--- src/rtl/lsu_mem_controller.sv ---
// Load/store sequencer between the pipeline issue point and a single-port
// data memory with a variable-latency req/ack handshake.
module lsu_mem_controller #(
    parameter int TIMEOUT = 16
) (
    input  logic        clk,
    input  logic        rst_n,
    input  logic        req_valid,
    output logic        req_ready,
    input  logic        req_is_store,
    input  logic [2:0]  req_funct3,
    input  logic [31:0] req_addr,
    input  logic [31:0] req_wdata,
    input  logic [4:0]  req_rd,
    output logic        mem_req,
    output logic        mem_we,
    output logic [3:0]  mem_be,
    output logic [31:0] mem_addr,
    output logic [31:0] mem_wdata,
    input  logic        mem_ack,
    input  logic [31:0] mem_rdata,
    output logic        resp_valid,
    input  logic        resp_ready,
    output logic [31:0] resp_data,
    output logic [4:0]  resp_rd,
    output logic [1:0]  resp_err
);

    localparam int CW = $clog2(TIMEOUT);
    localparam logic [CW-1:0] LAST = CW'(TIMEOUT - 1);

    localparam logic [1:0] ERR_OK    = 2'b00;
    localparam logic [1:0] ERR_ALIGN = 2'b01;
    localparam logic [1:0] ERR_F3    = 2'b10;
    localparam logic [1:0] ERR_BUS   = 2'b11;

    typedef enum logic [1:0] {
        S_IDLE,
        S_WAIT,
        S_RESP
    } state_t;

    state_t r_state;
    state_t w_state_nxt;

    logic [CW-1:0] r_cnt;
    logic [CW-1:0] w_cnt_nxt;
    logic [2:0]    r_funct3;
    logic [2:0]    w_funct3_nxt;
    logic [1:0]    r_off;
    logic [1:0]    w_off_nxt;

    logic          r_mem_req;
    logic          w_mem_req_nxt;
    logic          r_mem_we;
    logic          w_mem_we_nxt;
    logic [3:0]    r_mem_be;
    logic [3:0]    w_mem_be_nxt;
    logic [31:0]   r_mem_addr;
    logic [31:0]   w_mem_addr_nxt;
    logic [31:0]   r_mem_wdata;
    logic [31:0]   w_mem_wdata_nxt;

    logic          r_resp_valid;
    logic          w_resp_valid_nxt;
    logic [31:0]   r_resp_data;
    logic [31:0]   w_resp_data_nxt;
    logic [4:0]    r_resp_rd;
    logic [4:0]    w_resp_rd_nxt;
    logic [1:0]    r_resp_err;
    logic [1:0]    w_resp_err_nxt;

    logic          w_legal;
    logic          w_misal;
    logic [3:0]    w_st_be;
    logic [31:0]   w_st_wdata;
    logic [31:0]   w_shifted;
    logic [31:0]   w_ld_data;

    always_comb begin
        w_legal = 1'b0;
        case (req_funct3)
            3'b000, 3'b001, 3'b010: w_legal = 1'b1;
            3'b100, 3'b101:         w_legal = !req_is_store;
            default:                w_legal = 1'b0;
        endcase
    end

    // funct3[1:0] encodes access size for both loads and stores
    assign w_misal = ((req_funct3[1:0] == 2'b01) && req_addr[0]) ||
                     ((req_funct3[1:0] == 2'b10) && (req_addr[1:0] != 2'b00));

    always_comb begin
        w_st_be    = 4'b1111;
        w_st_wdata = req_wdata;
        case (req_funct3[1:0])
            2'b00: begin
                w_st_be    = 4'b0001 << req_addr[1:0];
                w_st_wdata = {4{req_wdata[7:0]}};
            end
            2'b01: begin
                w_st_be    = 4'b0011 << req_addr[1:0];
                w_st_wdata = {2{req_wdata[15:0]}};
            end
            default: begin
                w_st_be    = 4'b1111;
                w_st_wdata = req_wdata;
            end
        endcase
    end

    assign w_shifted = mem_rdata >> {r_off, 3'b000};

    always_comb begin
        w_ld_data = w_shifted;
        case (r_funct3)
            3'b000:  w_ld_data = {{24{w_shifted[7]}}, w_shifted[7:0]};
            3'b100:  w_ld_data = {24'd0, w_shifted[7:0]};
            3'b001:  w_ld_data = {{16{w_shifted[15]}}, w_shifted[15:0]};
            3'b101:  w_ld_data = {16'd0, w_shifted[15:0]};
            default: w_ld_data = w_shifted;
        endcase
    end

    always_comb begin
        w_state_nxt      = r_state;
        w_cnt_nxt        = r_cnt;
        w_funct3_nxt     = r_funct3;
        w_off_nxt        = r_off;
        w_mem_req_nxt    = r_mem_req;
        w_mem_we_nxt     = r_mem_we;
        w_mem_be_nxt     = r_mem_be;
        w_mem_addr_nxt   = r_mem_addr;
        w_mem_wdata_nxt  = r_mem_wdata;
        w_resp_valid_nxt = r_resp_valid;
        w_resp_data_nxt  = r_resp_data;
        w_resp_rd_nxt    = r_resp_rd;
        w_resp_err_nxt   = r_resp_err;

        case (r_state)
            S_IDLE: begin
                if (req_valid) begin
                    w_resp_rd_nxt = req_rd;
                    w_funct3_nxt  = req_funct3;
                    w_off_nxt     = req_addr[1:0];
                    if (!w_legal || w_misal) begin
                        w_resp_valid_nxt = 1'b1;
                        w_resp_data_nxt  = 32'd0;
                        w_resp_err_nxt   = !w_legal ? ERR_F3 : ERR_ALIGN;
                        w_state_nxt      = S_RESP;
                    end else begin
                        w_mem_req_nxt   = 1'b1;
                        w_mem_we_nxt    = req_is_store;
                        w_mem_be_nxt    = req_is_store ? w_st_be : 4'b1111;
                        w_mem_addr_nxt  = {req_addr[31:2], 2'b00};
                        w_mem_wdata_nxt = req_is_store ? w_st_wdata : 32'd0;
                        w_cnt_nxt       = '0;
                        w_state_nxt     = S_WAIT;
                    end
                end
            end
            S_WAIT: begin
                if (mem_ack) begin
                    w_mem_req_nxt    = 1'b0;
                    w_resp_valid_nxt = 1'b1;
                    w_resp_data_nxt  = r_mem_we ? 32'd0 : w_ld_data;
                    w_resp_err_nxt   = ERR_OK;
                    w_state_nxt      = S_RESP;
                end else if (r_cnt == LAST) begin
                    w_mem_req_nxt    = 1'b0;
                    w_resp_valid_nxt = 1'b1;
                    w_resp_data_nxt  = 32'd0;
                    w_resp_err_nxt   = ERR_BUS;
                    w_state_nxt      = S_RESP;
                end else begin
                    w_cnt_nxt = r_cnt + 1'b1;
                end
            end
            S_RESP: begin
                if (resp_ready) begin
                    w_resp_valid_nxt = 1'b0;
                    w_state_nxt      = S_IDLE;
                end
            end
            default: w_state_nxt = S_IDLE;
        endcase
    end

    always_ff @(posedge clk or negedge rst_n) begin
        if (!rst_n) begin
            r_state      <= S_IDLE;
            r_cnt        <= '0;
            r_funct3     <= 3'd0;
            r_off        <= 2'd0;
            r_mem_req    <= 1'b0;
            r_mem_we     <= 1'b0;
            r_mem_be     <= 4'd0;
            r_mem_addr   <= 32'd0;
            r_mem_wdata  <= 32'd0;
            r_resp_valid <= 1'b0;
            r_resp_data  <= 32'd0;
            r_resp_rd    <= 5'd0;
            r_resp_err   <= 2'd0;
        end else begin
            r_state      <= w_state_nxt;
            r_cnt        <= w_cnt_nxt;
            r_funct3     <= w_funct3_nxt;
            r_off        <= w_off_nxt;
            r_mem_req    <= w_mem_req_nxt;
            r_mem_we     <= w_mem_we_nxt;
            r_mem_be     <= w_mem_be_nxt;
            r_mem_addr   <= w_mem_addr_nxt;
            r_mem_wdata  <= w_mem_wdata_nxt;
            r_resp_valid <= w_resp_valid_nxt;
            r_resp_data  <= w_resp_data_nxt;
            r_resp_rd    <= w_resp_rd_nxt;
            r_resp_err   <= w_resp_err_nxt;
        end
    end

    assign req_ready  = (r_state == S_IDLE);
    assign mem_req    = r_mem_req;
    assign mem_we     = r_mem_we;
    assign mem_be     = r_mem_be;
    assign mem_addr   = r_mem_addr;
    assign mem_wdata  = r_mem_wdata;
    assign resp_valid = r_resp_valid;
    assign resp_data  = r_resp_data;
    assign resp_rd    = r_resp_rd;
    assign resp_err   = r_resp_err;

endmodule

--- config.mk ---
export PLATFORM = sky130hd
export DESIGN_NAME = lsu_mem_controller
export DESIGN_NICKNAME = d
export VERILOG_FILES = /design/src/rtl/lsu_mem_controller.sv
export SDC_FILE = /design/constraint.sdc
export NUM_CORES = 1
export LEC_CHECK = 0
export ABC_AREA = 1
export CAP_MARGIN = 20
export CORE_MARGIN = 10
export CORE_UTILIZATION = 41
export CTS_CLUSTER_DIAMETER = 30
export CTS_CLUSTER_SIZE = 8
export DETAILED_ROUTE_END_ITERATION = 6
export PLACE_DENSITY_LB_ADDON = 0.12
export SKIP_CTS_REPAIR_TIMING = 1
export SYNTH_ARGS = -nofsm -noshare
export SYNTH_HDL_FRONTEND = slang
export SYNTH_SLANG_ARGS = --single-unit
--- constraint.sdc ---
create_clock -name clk -period 1.6 [get_ports clk]
set_input_delay 0.32 -clock clk [delete_from_list [all_inputs] [get_ports clk]]
set_output_delay 0.32 -clock clk [all_outputs]
set_load 0.02 [all_outputs]
==> run metrics, run 1 <==
commonest non-fill, non-tap cells in the layout=340 x nand2_1, 118 x dfrtp_1, 110 x dlymetal6s2s_1, 107 x clkdlybuf4s50_1, 48 x nor2_1; crit path time final=~1.5 ns; Worst Path Max Fanout=2; 1st-iter DRT viols=371; CTS HTree Levels=4; max-cap check violation count=0; clock buffer depth=2; fin crit share=about 95%; post-synthesis sequential area ratio=a little under half; WS Path Type=reg2out; final RePlAce weighted congestion=0.857; CTS root buffer=clkbuf_16; IO Count=221; max incr delay on CP=roughly 0.40 ns; placed inst area=approximately 0.0092 mm²; crit end category=primary output; top cells by area, synth=dfrtp_1 46%, nand2_1 20%, nand2_4 7.1%, nand2_2 4.4%, nand3_1 3.5%; total negative setup slack=0 ns; Max Clk Rate=0.660 GHz; final slew viol count=0; non-filler cells, final=approximately 1300; Setup crit start kind=flop; leading cell type in the layout, fill and taps excluded=nand2_1; Die X=~150 µm; Die Span Y=~150 µm; die area=0.0213 mm²; Top Layer Used=met4; Met1 Wirelength=around 8 mm; cell taking the most area after synthesis=dfrtp_1; Fin Clk Skew=0.00875 ns; WP data required=around 1.3 ns; Synth Cell Area=between 0.006 and 0.007 mm²; CTS Buf Count=17; Worst VDD drop=between 0.9 and 1 mV; Power Dens Cells=1870 mW/mm²; delay-heaviest family, CP=flip-flops; DR vias/cell=between 4 and 5; placed wire-length estimate=14.9 mm; Setup WS pre-CTS=-0.369 ns; share of layout cells above drive strength 1=between 10% and 20%; Post-synth EDFFs=0; worst hold path type=in2async; global-route wire length before repair=31.6 mm; routed wl met2=roughly 9.8 mm; Routed WL per cell=around 15 µm; core region area=between 0.015 and 0.02 mm²; Crit path buffers/inverters=1; critical path launch point=r_state[1]; Yosys reg bits=about 120; Area Overhead vs Synth=56.8%; Inserted Diodes=0; placed insts=about 1300; vias in the first global route=6205; Synth top area share=between 40 and 50%; Post-synth ARST share=100%; Met3 Routed Length=roughly 1.5 mm; drt pass-1 iters=4; status=finished, final reports clean; GRT Overall Usage=about 18%; sequence of cells on the critical path=nor2_4 > dlymetal6s2s_1; pin count of the biggest net entering global routing=approximately 40; Syn Inst Count=819; Final Cell Area=~0.010 mm²; Rows=45; clk sinks=approximately 120; mean post-synth cell area=slightly below 8 µm²; r2r startpoint=r_state[1]; Port Buf Inserts=roughly 220; WL final=slightly below 20 mm; slowest stage cell, crit path=dfrtp_1; CP arrival=~1.2 ns; LEAKAGE=6.36 nW; grt ovf=0; initial antenna violation count=0; Hold Fails Final Rpt=0; ys flop type=dfrtp_1; via count=about 6000; worst setup margin=0.0856 ns; Setup violations, final=0; Worst-Skew Late Latency=approximately 0.43 ns; Ys Warns=0; final core utilization=between 60 and 70%; Routed Antenna Nets=0; Starting Density=about 42%; Nets=1184; RSZ-0062 raised after global routing=no; TritonCTS clock tree=done; number of distinct library cells after synthesis=33; DRC Markers=0; Worst-path clk slew=0.06 ns
==> metrics by stage <==
| step | hold WS (ns) | total power (W) |
|---|---|---|
| 2_1_floorplan | 0.0244 | 0.0107 |
| 3_3_place_gp | 0.261 | 0.0150 |
| 3_5_place_dp | 0.262 | 0.0152 |
| 4_1_cts | -0.196 | 0.0195 |
| 5_1_grt | 0.382 | 0.0204 |
| 6_report | 0.353 | 0.0191 |
==> worst reg2reg max path, cell delays in order, from the launching register on <==
cell and delay [ns]:
dfrtp_1 0.40, nor2_4 0.12, buf_4 0.13, nand4_2 0.20, nor2_4 0.21, buf_12 0.20, nand2_1 0.09, nand2_2 0.07
==> synthesized netlist by cell type (5+ instances only) <==
master and number:
nor2_1 48, buf_4 8, o21ai_0 33, nand2_2 46
nand2_4 41, and2_1 7, inv_1 36, nand3_1 45
o211ai_1 14, o21ai_1 10, clkbuf_1 11, nand2_1 341
mux2_2 5, dfrtp_1 119, buf_2 16
==> layer usage <==
metal | track usage, % | up-vias
met1 | 20.5 | 2776
li1 | - | 3052
met4 | 6.12 | 0
met3 | 7.20 | 24
met5 | 0 | -
met2 | 31.0 | 159
==> worst paths after layout <==
path	depth (start not counted)	to	slack (ns)
worst max-delay path	2	req_ready	0.09
worst min-delay path	2	resp_data[2]	0.35
worst max register to register	7	mem_addr[2]	0.12
worst min register to register	2	resp_valid	0.46
max in group asynchronous	3	mem_addr[28]	0.68
min in group clk	3	mem_addr[30]	0.44
==> cell families (layout without fill, tap and decap cells) <==
family          after synthesis  count (layout)  synth area share, %
compound gates               61              61                 5.33
xor+xnor                      2               2                0.269
fa+ha+maj                     1               1                0.192
buf+inv                      89             355                 7.49
flops                       119             119                 45.8
mux                           5               5                0.866
other cells                   1               2               0.0577
simple gates                541             541                 40.0
==> registers in the layout, summed over array words and instances, names as in the netlist <==
name and flops:
mem_we 1, r_cnt 4, resp_rd 5, resp_data 32, mem_addr 30, mem_be 4
r_state 2, resp_valid 1, mem_req 1, r_off 2, mem_wdata 32, r_funct3 3
resp_err 2
==> area by class of cell <==
cell class | count | area [µm²]
Clock inverter | 13 | 193
Tap cell | 211 | 264
Sequential cell | 119 | 2980
Multi-Input combinational cell | 612 | 3070
Fill cell | 1318 | 5180
Timing Repair Buffer | 277 | 3060
Inverter | 46 | 180
Clock buffer | 19 | 453
==> where the power goes <==
part / internal [W] / total, W / switching [W]
Sequential: 0.00438 / 0.00541 / 0.00103
Clock: 0.00271 / 0.00419 / 0.00148
Combinational: 0.00428 / 0.00945 / 0.00517
Total: 0.0114 / 0.0191 / 0.00769
Note: power is estimated with default switching activity, not from simulation.
==> inputs of run 2 (changes only) <==
--- a/config.mk
+++ b/config.mk
@@ -9,11 +9,13 @@
 export CAP_MARGIN = 20
 export CORE_MARGIN = 10
 export CORE_UTILIZATION = 41
+export CTS_BUF_LIST = sky130_fd_sc_hd__clkbuf_16
 export CTS_CLUSTER_DIAMETER = 30
 export CTS_CLUSTER_SIZE = 8
 export DETAILED_ROUTE_END_ITERATION = 6
 export PLACE_DENSITY_LB_ADDON = 0.12
 export SKIP_CTS_REPAIR_TIMING = 1
+export SLEW_MARGIN = 10
 export SYNTH_ARGS = -nofsm -noshare
 export SYNTH_HDL_FRONTEND = slang
 export SYNTH_SLANG_ARGS = --single-unit
==> run 2 against run 1 <==
  * Wire length hardly changed
  * Clock power is 2% lower
  * Register-to-register slack hardly changed
  * Maximum frequency hardly changed
  * Via count hardly changed
==> run metrics, run 2 (same netlist as run 1, synthesis figures left out) <==
status=finished, final reports clean; IO Count=221 (unchanged); Worst-path clk slew=0.06 ns (about the same); Nets=1184 (unchanged); via count=6007 (-0.067%); Starting Density=42.3% (unchanged); commonest non-fill, non-tap cells in the layout=340 x nand2_1, 118 x dfrtp_1, 110 x dlymetal6s2s_1, 107 x clkdlybuf4s50_1, 48 x nor2_1; share of layout cells above drive strength 1=18.9% (-0.18 points); Die X=146 µm (unchanged); met1 GRT Util=20.5% (unchanged); worst setup margin=0.0857 ns (+0.0000999 ns); crit path time final=1.51 ns (-0.0000999 ns); Routed Antenna Nets=0 (unchanged); core region area=0.0154 mm² (unchanged); Area Overhead vs Synth=56.5%; CP arrival=1.19 ns (about the same); pin count of the biggest net entering global routing=41 (unchanged); LEAKAGE=6.35 nW (-0.18%); Hold Fails Final Rpt=0 (unchanged); WS Path Type=reg2out; Max Clk Rate=0.660 GHz (about the same); global-route wire length before repair=31.6 mm (about the same); worst hold path type=in2async; grt ovf=0 (unchanged); Setup WS pre-CTS=-0.369 ns (unchanged); leading cell type in the layout, fill and taps excluded=nand2_1; DR vias/cell=4.63 (about the same); drt pass-1 iters=4 (unchanged); Worst Path Max Fanout=2 (unchanged); crit end category=primary output; Setup violations, final=0 (unchanged); Routed WL per cell=15.2 µm (about the same); multi-input logic area=0.00307 mm² (unchanged); Fin Clk Skew=0.00968 ns (+0.000926 ns); register area=0.00298 mm² (unchanged); CTS root buffer=clkbuf_16; busiest layer in global routing=met2; Rows=45 (unchanged); clock buffer depth=2 (unchanged); Worst-Skew Late Latency=0.43 ns (about the same); Reg2Reg Setup Slack=0.12 ns (about the same); WL final=19.7 mm (about the same); Inserted Diodes=0 (unchanged); Worst VDD drop=0.930 mV (about the same); Power Dens Cells=1860 mW/mm² (-0.28%); TritonCTS clock tree=done; final RePlAce weighted congestion=0.857 (unchanged); Port Buf Inserts=218 (unchanged); initial antenna violation count=0 (unchanged); Die Span Y=146 µm (unchanged); WP data required=1.28 ns (about the same); total negative setup slack=0 ns (unchanged); CTS Buf Count=17 (unchanged); Filler cells=1320 (+0.15%); fin crit share=94.6% (about the same); routing usage on met2=31.0% (unchanged); 1st-iter DRT viols=389 (+4.9%); vias in the first global route=6209 (+0.064%); RSZ-0062 raised after global routing=no; CTS HTree Levels=4 (unchanged); GR Util met3=7.20% (unchanged); die area=0.0213 mm² (unchanged); clk sinks=119 (unchanged); max-cap check violation count=0 (unchanged); Setup crit start kind=flop; DRC Markers=0 (unchanged); final slew viol count=0 (unchanged); placed wire-length estimate=14.9 mm (unchanged); GRT Overall Usage=18.3% (unchanged)
## run 2: worst paths after layout
path                               from      endpoint  depth (start not counted)
min reg2reg                  resp_valid    resp_valid                          2
max                          r_state[1]     req_ready                          2
max reg2reg                  r_state[1]   mem_addr[2]                          7
min in group clk           req_addr[30]  mem_addr[30]                          3
max in group asynchronous         rst_n  mem_addr[28]                          3
min                               rst_n  resp_data[2]                          2
## run 2: report_power, final
group	switching, W	total [W]	internal, W
Combinational	0.00517	0.00945	0.00428
Clock	0.00149	0.00410	0.00261
Sequential	0.00103	0.00541	0.00438
## run 2: cell type report
type                            count  area share [%]
Multi-Input combinational cell    612            30.1
Timing Repair Buffer              277            30.1
Sequential cell                   119            29.3
Clock buffer                       17            4.18
Tap cell                          211            2.59
Clock inverter                     15            1.97
Inverter                           46            1.77
## run 2: routing by layer
metal	vias to the layer above	share of wire, %
met5	-	0
met4	0	1.5
met3	23	7.4
met2	152	50
met1	2778	41
li1	3054	-
## run 2: critical path, stage by stage, from the launching register on
cell and delay [ns]:
dfrtp_1 0.40, nor2_4 0.12, dlymetal6s2s_1 0.25
## run 2: stage by stage
step,util (%),hold WS (ns),area [µm²],total power (W),instances
final,66.2,0.352,10200,0.0190,1297
after global routing,66.2,0.382,10200,0.0203,1297
after CTS,64.0,-0.196,9840,0.0194,1295
after detailed placement,60.0,0.262,9220,0.0152,1263
after global placement,60.0,0.261,9220,0.0150,1263
after floorplan,-,0.0244,6510,0.0107,820
==> inputs of run 3 (changes only) <==
--- a/config.mk
+++ b/config.mk
@@ -5,9 +5,7 @@
 export SDC_FILE = /design/constraint.sdc
 export NUM_CORES = 1
 export LEC_CHECK = 0
-export ABC_AREA = 1
 export CAP_MARGIN = 20
-export CORE_MARGIN = 10
 export CORE_UTILIZATION = 41
 export CTS_BUF_LIST = sky130_fd_sc_hd__clkbuf_16
 export CTS_CLUSTER_DIAMETER = 30
@@ -19,3 +17,4 @@
 export SYNTH_ARGS = -nofsm -noshare
 export SYNTH_HDL_FRONTEND = slang
 export SYNTH_SLANG_ARGS = --single-unit
+export TNS_END_PERCENT = 1
==> run 3 against run 2 <==
  * Clock power decreased by 11%
  * Sequential power shrank 7.4%
  * First-iteration DRC count fell by 37%
  * Hold slack gained 0.016 ns
  * Synthesized area fell by 13%
  * Cell count decreased by 27%
  * Via count down 18%
  * Sequential share of layout area rose by 2.5 points
  * The flow now finishes with violations (setup timing)
  * Register-to-register slack lost 0.26 ns
  * Count of clock-buffer cells in the layout unchanged
==> run metrics, run 3 <==
status=finished with violations; failing checks=setup timing; top cells by area, synth=dfrtp_1 53%, mux2_2 13%, nand2_1 4.8%, mux2i_1 4.3%, o21ai_0 4.1%; Top Layer Used=met4; via count=4926 (-18%); share of layout cells above drive strength 1=22.9% (+4.0 points); Reg2Reg Setup Slack=-0.14 ns (-0.26 ns); Max-slew headroom=66.0%; R2R cell count=5 (-2); register area=0.00298 mm² (about the same); cell taking the most area after synthesis=dfrtp_1; Die Span Y=119 µm (-18%); crit end category=flop; CP endpoint=resp_data[19]; die area=0.0142 mm² (-33%); worst hold path type=in2async; routed wl met2=8.03 mm (-18%); WL final=16.2 mm (-18%); Inserted Diodes=0 (unchanged); Post-synth EDFFs=0 (unchanged); vias in the first global route=5023 (-19%); Worst-Skew Late Latency=0.41 ns (-0.02 ns); Routed WL per cell=17.2 µm (+13%); Area Overhead vs Synth=66.3%; Setup violations, final=48 (+48); Routed Antenna Nets=0 (unchanged); r2r startpoint=r_off[1]; leading cell type in the layout, fill and taps excluded=dfrtp_1; Post-synth ARST share=100% (unchanged); Final Cell Area=0.00936 mm² (-8.0%); final slew viol count=0 (unchanged); placed inst area=0.00840 mm² (-8.9%); DR vias/cell=5.21 (+13%); Met1 Wirelength=6.55 mm (-20%); Worst-path clk slew=0.05 ns (about the same); Rows=42 (-6.7%); multi-input logic area=0.00254 mm² (-17%); FF-to-FF End=resp_data[19]; Synth top area share=52.9% (+7.1 points); WP data required=1.88 ns (+0.60 ns); drt pass-1 iters=4 (unchanged); critical path launch point=r_off[1]; core region area=0.0133 mm² (-14%); CTS root buffer=clkbuf_16; initial antenna violation count=0 (unchanged); 1st-iter DRT viols=246 (-37%); Nets=870 (-27%); Commonest cells post-synth=119 x dfrtp_1, 72 x nand2_1, 67 x mux2_2; Met3 Routed Length=1.35 mm (-7.9%); pin count of the biggest net entering global routing=43 (+4.9%); CTS HTree Levels=4 (unchanged); number of distinct library cells after synthesis=46 (+39%); Filler cells=956 (-28%); final core utilization=70.4% (+4.2 points); Worst Max-Slew Pin Slew=approximately 0.51 ns; CTS Buf Count=17 (unchanged); Starting Density=42.3% (+0.045 points); TritonCTS clock tree=done; Ys Warns=0 (unchanged); IO Count=221 (unchanged); Synth Cell Area=0.00563 mm² (-13%); Max Clk Rate=0.574 GHz (-13%); final RePlAce weighted congestion=0.877 (+2.3%); grt ovf=0 (unchanged); Fin Clk Skew=0.00833 ns (-0.00135 ns); RSZ-0062 raised after global routing=yes; Die X=119 µm (-18%); Power Dens Cells=1740 mW/mm² (-6.4%); WS Path Type=reg2reg; Setup crit start kind=flop; clock buffer depth=2 (unchanged); CP arrival=2.03 ns (+0.84 ns); most common cell in the netlist=dfrtp_1; clk sinks=119 (unchanged); fin crit share=109% (+14 points); GRT Overall Usage=23.2% (+4.9 points); mean post-synth cell area=11.2 µm² (+42%); max-cap check violation count=0 (unchanged); DRC Markers=0 (unchanged); worst setup margin=-0.143 ns (-0.229 ns); commonest non-fill, non-tap cells in the layout=119 x dfrtp_1, 113 x dlymetal6s2s_1, 103 x clkdlybuf4s50_1, 72 x nand2_1, 67 x mux2_2; ys flop type=dfrtp_1; Port Buf Inserts=218 (unchanged); Hold Fails Final Rpt=0 (unchanged); LEAKAGE=5.41 nW (-15%); Syn Inst Count=501 (-39%); total negative setup slack=-3.52 ns (-3.52 ns); Yosys reg bits=119 (unchanged); placed wire-length estimate=12.0 mm (-20%); Worst VDD drop=1.15 mV (+24%); crit path time final=1.74 ns (+0.229 ns); Tot Pwr=0.0163 W (-14%); global-route wire length before repair=25.5 mm (-19%); Worst Path Max Fanout=16 (+14); post-synthesis sequential area ratio=52.9% (+7.1 points)
-- run 3: cell count changes after synthesis, moves of 24 or more --
| cell | previous run | this run |
|---|---|---|
| nor2_1 | 48 | 16 |
| inv_1 | 36 | 6 |
| mux2_2 | 5 | 67 |
| nand3_1 | 45 | 0 |
| mux2i_1 | 0 | 24 |
| nand2_2 | 46 | 0 |
| nand2_4 | 41 | 0 |
| nand2_1 | 341 | 72 |
-- run 3: area by class of cell --
class | instances | area share, %
clock buffers | 17 | 4.54
clock inverters | 12 | 1.48
inverters | 7 | 0.281
multi-input cells | 334 | 27.1
flip-flops and latches | 119 | 31.8
well taps | 176 | 2.35
repair buffers | 280 | 32.4
-- run 3: worst min-delay path by stage --
| stage | endpoint | depth (start not counted) |
|---|---|---|
| finish | mem_addr[28] | 2 |
| global route | mem_addr[28] | 2 |
| CTS | mem_addr[28] | 1 |
| detailed placement | mem_addr[28] | 1 |
| global placement | mem_addr[28] | 1 |
| floorplan | mem_addr[10] | 0 |
-- run 3: layer usage --
layer  up-vias  track usage, %
met4         0            8.15
met3        26            8.57
met1      2384            27.7
met5         -               0
li1       2331               -
met2       185            38.3
-- run 3: power by group --
group / total [W] / internal (W) / switching [W]
clock: 0.00366 / 0.00239 / 0.00127
combinational: 0.00765 / 0.00379 / 0.00386
sequential: 0.00501 / 0.00429 / 0.000721
-- run 3: cells by family after synthesis --
family,after synthesis,share of synthesized area [%]
adder cells (fa/ha/maj),1,0.222
other,1,0.0666
flip-flops,119,52.9
AO/OA/AOI/OAI,134,16.2
buffers and inverters,49,4.47
AND/OR/NAND/NOR,105,8.13
multiplexers,92,18.1
-- run 3: critical path: stages (launching register included) --
cell	delay [ns]
dfrtp_1	0.37
mux4_2	0.55
o211ai_1	0.21
a21oi_2	0.07
buf_12	0.15
a221o_1	0.26
-- run 3: through the flow --
step	hold slack, ns	setup WS (ns)	instances
CTS	-0.181	-0.521	944
global route	0.384	-0.239	945
detailed placement	0.260	-0.759	915
global placement	0.256	-0.725	915
floorplan	0.0244	-0.210	502
finish	0.369	-0.143	945
